===== src/rtl/reg_bank_mp.sv =====
// reg_bank_mp: 2R/1W register bank with bypass,
// optional zero register, busy scoreboard and init sequencer.
module reg_bank_mp #(
  parameter int WIDTH    = 64,
  parameter int DEPTH    = 32,
  parameter int AW       = 5,
  parameter bit ZERO_REG = 1'b1
) (
  input  logic             clk,
  input  logic             rst_n,
  input  logic             clear,
  input  logic [AW-1:0]    a,
  input  logic [AW-1:0]    b,
  output logic [WIDTH-1:0] dataA,
  output logic [WIDTH-1:0] dataB,
  input  logic [AW-1:0]    c,
  input  logic [WIDTH-1:0] dataC,
  input  logic             write,
  input  logic             rsv,
  input  logic [AW-1:0]    rsv_addr,
  output logic             busyA,
  output logic             busyB,
  output logic             ready
);

  localparam logic [AW-1:0] LAST = AW'(DEPTH - 1);

  typedef enum logic {
    S_INIT,
    S_RUN
  } state_t;

  state_t           state;
  state_t           state_n;
  logic [AW-1:0]    cnt;
  logic [AW-1:0]    cnt_n;
  logic [DEPTH-1:0] busy;
  logic [DEPTH-1:0] busy_n;
  logic [WIDTH-1:0] mem [DEPTH];

  logic run;
  logic byp_ok;
  logic wr_ok;
  logic rsv_ok;
  logic a_zero;
  logic b_zero;

  assign run    = (state == S_RUN);
  assign ready  = run;
  assign byp_ok = run && write
               && !(ZERO_REG && c == '0);
  assign wr_ok  = byp_ok && !clear;
  assign rsv_ok = run && rsv && !clear
               && !(ZERO_REG && rsv_addr == '0);
  assign a_zero = ZERO_REG && (a == '0);
  assign b_zero = ZERO_REG && (b == '0);

  // Sequencer state and sweep counter.
  always_ff @(posedge clk or negedge rst_n) begin
    if (!rst_n) begin
      state <= S_INIT;
      cnt   <= '0;
    end else begin
      state <= state_n;
      cnt   <= cnt_n;
    end
  end

  // Next state: sweep all entries, then run until clear.
  always_comb begin
    state_n = state;
    cnt_n   = cnt;
    unique case (state)
      S_INIT: begin
        cnt_n = cnt + 1'b1;
        if (cnt == LAST) begin
          state_n = S_RUN;
        end
      end
      S_RUN: begin
        if (clear) begin
          state_n = S_INIT;
          cnt_n   = '0;
        end
      end
      default: begin
        state_n = S_INIT;
        cnt_n   = '0;
      end
    endcase
  end

  // Busy update: reserve overrides a same-cycle write.
  always_comb begin
    busy_n = busy;
    if (!run) begin
      busy_n[cnt] = 1'b0;
    end else begin
      if (wr_ok) begin
        busy_n[c] = 1'b0;
      end
      if (rsv_ok) begin
        busy_n[rsv_addr] = 1'b1;
      end
    end
  end

  // Busy scoreboard register.
  always_ff @(posedge clk or negedge rst_n) begin
    if (!rst_n) begin
      busy <= '0;
    end else begin
      busy <= busy_n;
    end
  end

  // Storage: zeroed by the sweep, so no reset here.
  always_ff @(posedge clk) begin
    if (!run) begin
      mem[cnt] <= '0;
    end else if (wr_ok) begin
      mem[c] <= dataC;
    end
  end

  // Port A read with write bypass.
  always_comb begin
    dataA = '0;
    busyA = 1'b0;
    if (run && !a_zero) begin
      busyA = busy[a];
      if (byp_ok && c == a) begin
        dataA = dataC;
      end else begin
        dataA = mem[a];
      end
    end
  end

  // Port B read with write bypass.
  always_comb begin
    dataB = '0;
    busyB = 1'b0;
    if (run && !b_zero) begin
      busyB = busy[b];
      if (byp_ok && c == b) begin
        dataB = dataC;
      end else begin
        dataB = mem[b];
      end
    end
  end

endmodule


===== config.mk =====
export PLATFORM = sky130hd
export DESIGN_NAME = reg_bank_mp
export DESIGN_NICKNAME = d
export VERILOG_FILES = /design/src/rtl/reg_bank_mp.sv
export SDC_FILE = /design/constraint.sdc
export NUM_CORES = 2
export LEC_CHECK = 0
export BUFFER_PORTS_ARGS = -buffer_cell sky130_fd_sc_hd__buf_2
export CORE_MARGIN = 2
export CORE_UTILIZATION = 45
export CTS_CLUSTER_SIZE = 8
export DETAILED_ROUTE_END_ITERATION = 8
export GPL_TIMING_DRIVEN = 0
export REMOVE_ABC_BUFFERS = 1
export SETUP_SLACK_MARGIN = 0.15
export SYNTH_ARGS = -nofsm -noshare
export SYNTH_HDL_FRONTEND = slang
export SYNTH_SLANG_ARGS = --single-unit
export TNS_END_PERCENT = 20

===== constraint.sdc =====
create_clock -name clk -period 14.65 [get_ports clk]
set_clock_uncertainty 0.1 [all_clocks]
set_input_delay 2.1975 -clock clk [delete_from_list [all_inputs] [get_ports clk]]
set_output_delay 2.1975 -clock clk [all_outputs]
set_load 0.01 [all_outputs]

### Yosys cells after proc, flatten, opt, wreduce, memory -nomap -nowiden

Memories as Yosys holds them, arrays and structs flattened.
Cells that the tools add are included.

* memory bits (writable): 2048
* memories: 1
* logic and storage cells: 78
* register bits after elaboration: 38

* equality and inequality tests: 4
* reduce and logical (&&, ||, !) cells: 23
* add/sub/neg operators: 1
* bitwise operators: 6
* multiplexer cells: 32
* $lt $le $gt $ge: 8

Memories
* mem: depth 32, width 64, rd ports 2, clocked after memory_dff 0, wr ports 1, line 39 `logic [WIDTH-1:0] mem [DEPTH];`

Operators with widths (number)
* $mux 64: 5
* $mux 32: 4
* $and 32x32->32: 2
* $not 32->32: 2
* $reduce_or 64->1: 1
* $or 32x32->32: 1
* $lt 5x6->1 const B: 5
* $logic_not 5->1: 4
* $demux 1 s5: 3
* $ge 5x1->1 const B: 3
* $mux 1: 14
* $logic_and 1x1->1: 13
* $bmux 1 s5: 2
* $eq 5x5->1: 2
* $mux 5: 2
* $pmux 5 s2: 1
* $add 5x1->5 const B: 1
* $eq 5x5->1 const B: 1
* $logic_not 1->1: 5
* $ne 2x2->1 const B: 1
* $pmux 1 s2: 1
* $not 1->1: 1

### Depth between registers and ports, before layout

* depth in word-level cells: 11
* mapped depth: 10
* gate-level depth less buffers: 5

### Least setup slack after synthesis

No wires, ideal clock.

* path type: input to register
* from: input c[4]
* to: memory mem[11][0], enable pin
* cell stages on the path: 7
* required time: 14.063 ns
* buffers on the path: 2
* setup slack: 8.035 ns
* library setup time: 0.487 ns
* arrival: 6.028 ns
* path through: buf_2 -> nor3_2 -> a21boi_1 -> clkbuf_1 -> o31ai_1 -> nand2_1 -> nor2_1

* word-level cells in the longest chain between the ends: 9
* elaborated cells between the ends (all ways): 10

Ends and longest elaborated chain
* from (decl): line 16 `input logic [AW-1:0] c,`
* $logic_not 5->1: line 51 `&& !(ZERO_REG && c == '0);`
* $logic_not 1->1: line 51
* $logic_and 1x1->1: line 51
* $logic_and 1x1->1: line 52 `assign wr_ok = byp_ok && !clear;`
* $mux 1: line 121 `end else if (wr_ok) begin`
* $mux 1: line 119 `if (!run) begin`
* $mux 1 (implied by the code): line 122 `mem[c] <= dataC;`
* $reduce_or 64->1 (no source line)
* $mux 5 (no source line) or $mux 1 (tied branches)
* to (decl): line 39

Parallel ways exist; a longest one is shown, timed or not.

### Final worst setup path

* from: input a[2]
* to: output dataA[38]

* word-level cells in the longest chain between the ends: 4
* elaborated cells between the ends (all ways): 8

Ends and longest elaborated chain
* from (decl): line 12 `input logic [AW-1:0] a,`
* parallel branches: the longest is 3 deep, another holds $mem_v2 32x64
* $mux 64 (*): line 130 `if (run && !a_zero) begin`
* to (decl): line 14 `output logic [WIDTH-1:0] dataA,`

Every way passes the cells marked *.

==> results.ini <==
[run_status]
status = complete, no violations

[pwr]
internal_power_uw = 12200
p_switching_uw = 4350
combPwrFrac_pct = 16.9
netSwitchingFraction_pct = 26.3
ir_worst_vdd_mv = 0.130
p_seq_share_pct = 45.5
leakagePower_uw = 0.0370
pwr_density_cell_nw_per_um2 = 145
p_clk_share_pct = 37.6

[final_layout]
ff_latch_area_um2 = 62400
layout-drive-gt1-share_pct = 35.5
mostFrequentLayoutCells = edfxtp_1, mux4_2, clkbuf_16
area_growth_pct = 16.1
design_area_um2 = 114000
final_cells = 8196
final_common_cell = edfxtp_1
num-nets-final = 5405
final.fill_count = 16700
final_core_util_pct = 52.4
multi_input_area_um2 = 33600

[sta]
finalSetupTns_ns = 0
layout_min_cycle_time_ns = 8.93
rsz0062_at_grt = no
setup_viol = 0
whs_ns = 0.423
fmax_mhz = 112
slew_headroom_pct = 25.5
slew_viol_final = 0
worst_pin_slew_ns = 1.12
hold_violations = 0
min_period_over_period_pct = 60.9

[worst_setup_path]
worst_path_max_delay_cell = and4_4
cp_data_required_time_ns = 12.35
start_kind = input pin
critPathBufInv = 6
cp_top_family = buffers and inverters
cpPeakStageDelay_ns = 0.82
arrival_ns = 6.63
critPathMostFrequentCell = buf_16
crit_fanout = 81
path_cells = buf_8 > buf_16 > buf_16 > xor2_1 > nor3_1 > and4_4 > buf_16 > or2_4 > buf_16 > o21ai_1 > buf_2
critical_path_class = in2out
cp-end-kind = output pin

[clocking]
path_clk_slew_ns = 0.05
numCtsBuffers = 311
post_cts_buffers = 0
cts.sinks = 2086
hold_buffers = 0
cts_root_buf = clkbuf_16
htree_levels = 5
cts-resized-gates = 0
clock_latency_ns = 0.93
tritoncts = built
cts_buffer_depth = 4

[placement]
gp_congestion = 0.824
dp.cells = 7852
port_buffers = 219
placed_area_um2 = 106000
hpwl_um = 189000

[global_route]
grt_pass1_vias = 57800
grt_max_degree = 95
antenna_found_initial = 8
gr-usage-all-layers_pct = 27.1
grt_pass1_wl_um = 426000
grt-ovfl-total = 0

[routing]
ant_nets = 0
routed_via_density = 6.82
dr_total_vias = 55900
dr.pass1.iters = 6
wl_per_cell_um = 36.7
drt_iter0_drc = 6353
routed_wl_um = 301000
drc = 0

[worst_hold_path]
hold_path.class = reg2reg

[synthesis]
synthTopCellsByArea = edfxtp_1, mux4_2, mux2i_1, dfrtp_1, nand2_1
synth_edf_count = 2048
synth_largest_area_cell = edfxtp_1
ys_ff_latch = 2086
synth_top_area_share_pct = 62.8
avgSynthCellArea_um2 = 19.6
syn_inst = 4987
synthArstFlopShare_pct = 1.82
ys_warn_count = 0
synth_area_um2 = 97900
ys_seq_area_share_pct = 63.8
synth_cell_type_count = 64
dominantRegCellSynth = edfxtp_1

[floorplanning]
die_area_um2 = 221000
core.rowCount = 171
die_h_um = 470
fp.dieW_um = 470
start_util_pct = 45.2
io-pin-count = 220
core-area_um2 = 217000

[flow_run]
max_cap_violations = 0

-- per-layer routing --
| metal | global-route usage [%] | share of wire [%] |
|---|---|---|
| met5 | 0 | 0.0076 |
| met1 | 36.1 | 38 |
| met2 | 45.2 | 50 |
| met4 | 9.49 | 3.6 |
| met3 | 4.63 | 8.0 |
-- Yosys cell counts (all sizes together), types with 3 or more instances --
library cell / number
nand2: 231
o31ai: 5
clkbuf: 173
xor2: 7
a221o: 3
nand3: 77
or3b: 3
mux2i: 191
clkinv: 47
o2bb2ai: 4
a32o: 5
a21oi: 75
or2: 8
edfxtp: 2048
o41ai: 5
a221oi: 59
xnor2: 5
a31oi: 58
inv: 15
and2: 66
o21a: 10
a211oi: 3
nand3b: 7
dfrtp: 38
mux4: 1085
a21o: 10
nor2b: 14
o22ai: 38
nor3: 12
nor4: 6
nor2: 57
mux2: 12
or4: 3
o221ai: 67
buf: 240
a22o: 64
o21ai: 135
a22oi: 64
ha: 5
or3: 8
a211o: 3
nand2b: 4
-- state kept, by name, indices dropped and copies added, names as in the netlist --
signal  cells
busy       32
cnt         5
mem      2048
ready       1
-- power groups by stage --
stage | clock network, uW | logic [uW] | registers [uW]
after floorplan | 0 | 1310 | 7590
after global routing | 6520 | 2900 | 7570
final | 6200 | 2790 | 7510
after global placement | 0 | 2790 | 7830
after detailed placement | 0 | 2800 | 7620
after CTS | 6280 | 2800 | 7510
-- kinds of logic after synthesis --
family          after synthesis  share of synthesized area (%)
flops                      2086                           63.8
mux                        1288                           27.0
compound gates              615                           4.35
simple gates                506                           2.43
buf+inv                     475                           2.22
xor+xnor                     12                          0.107
fa+ha+maj                     5                         0.0639
-- final timing paths --
path | start | end | slack [ns] | depth (start not counted)
max reg2reg | ready | mem[10][4] | 10.11 | 9
max in group asynchronous | rst_n | ready | 12.55 | 1
min in group asynchronous | rst_n | cnt[0] | 1.32 | 1
min | busy[0] | busy[0] | 0.42 | 1
max | a[2] | dataA[38] | 5.72 | 11
min reg2reg | busy[0] | busy[0] | 0.42 | 1
-- layout make-up --
type	instances	share of cell area (%)
Antenna cell	3	0.00660
Multi-Input combinational cell	2426	29.6
Tap cell	2854	3.14
Inverter	62	0.209
Clock inverter	5	0.0528
Timing Repair Buffer	424	5.05
Clock buffer	336	7.00
Sequential cell	2086	54.9
-- through the flow --
step	total power, uW	worst slack [ns]
2_1_floorplan	8900	6.24
3_3_place_gp	10600	-16.07
3_5_place_dp	10400	5.59
4_1_cts	16600	5.58
5_1_grt	17000	5.60
6_report	16500	5.72
-- worst reg2reg max path: stages (launching register included) --
cell and delay [ns]:
dfrtp_1 0.92, and3b_1 0.53, a21boi_4 0.45, buf_12 0.24, o21a_1 0.19, nand2_1 0.26, nor2_4 0.70, buf_12 0.29
buf_12 0.23, buf_12 0.27
Note: power is estimated with default switching activity, not from simulation.
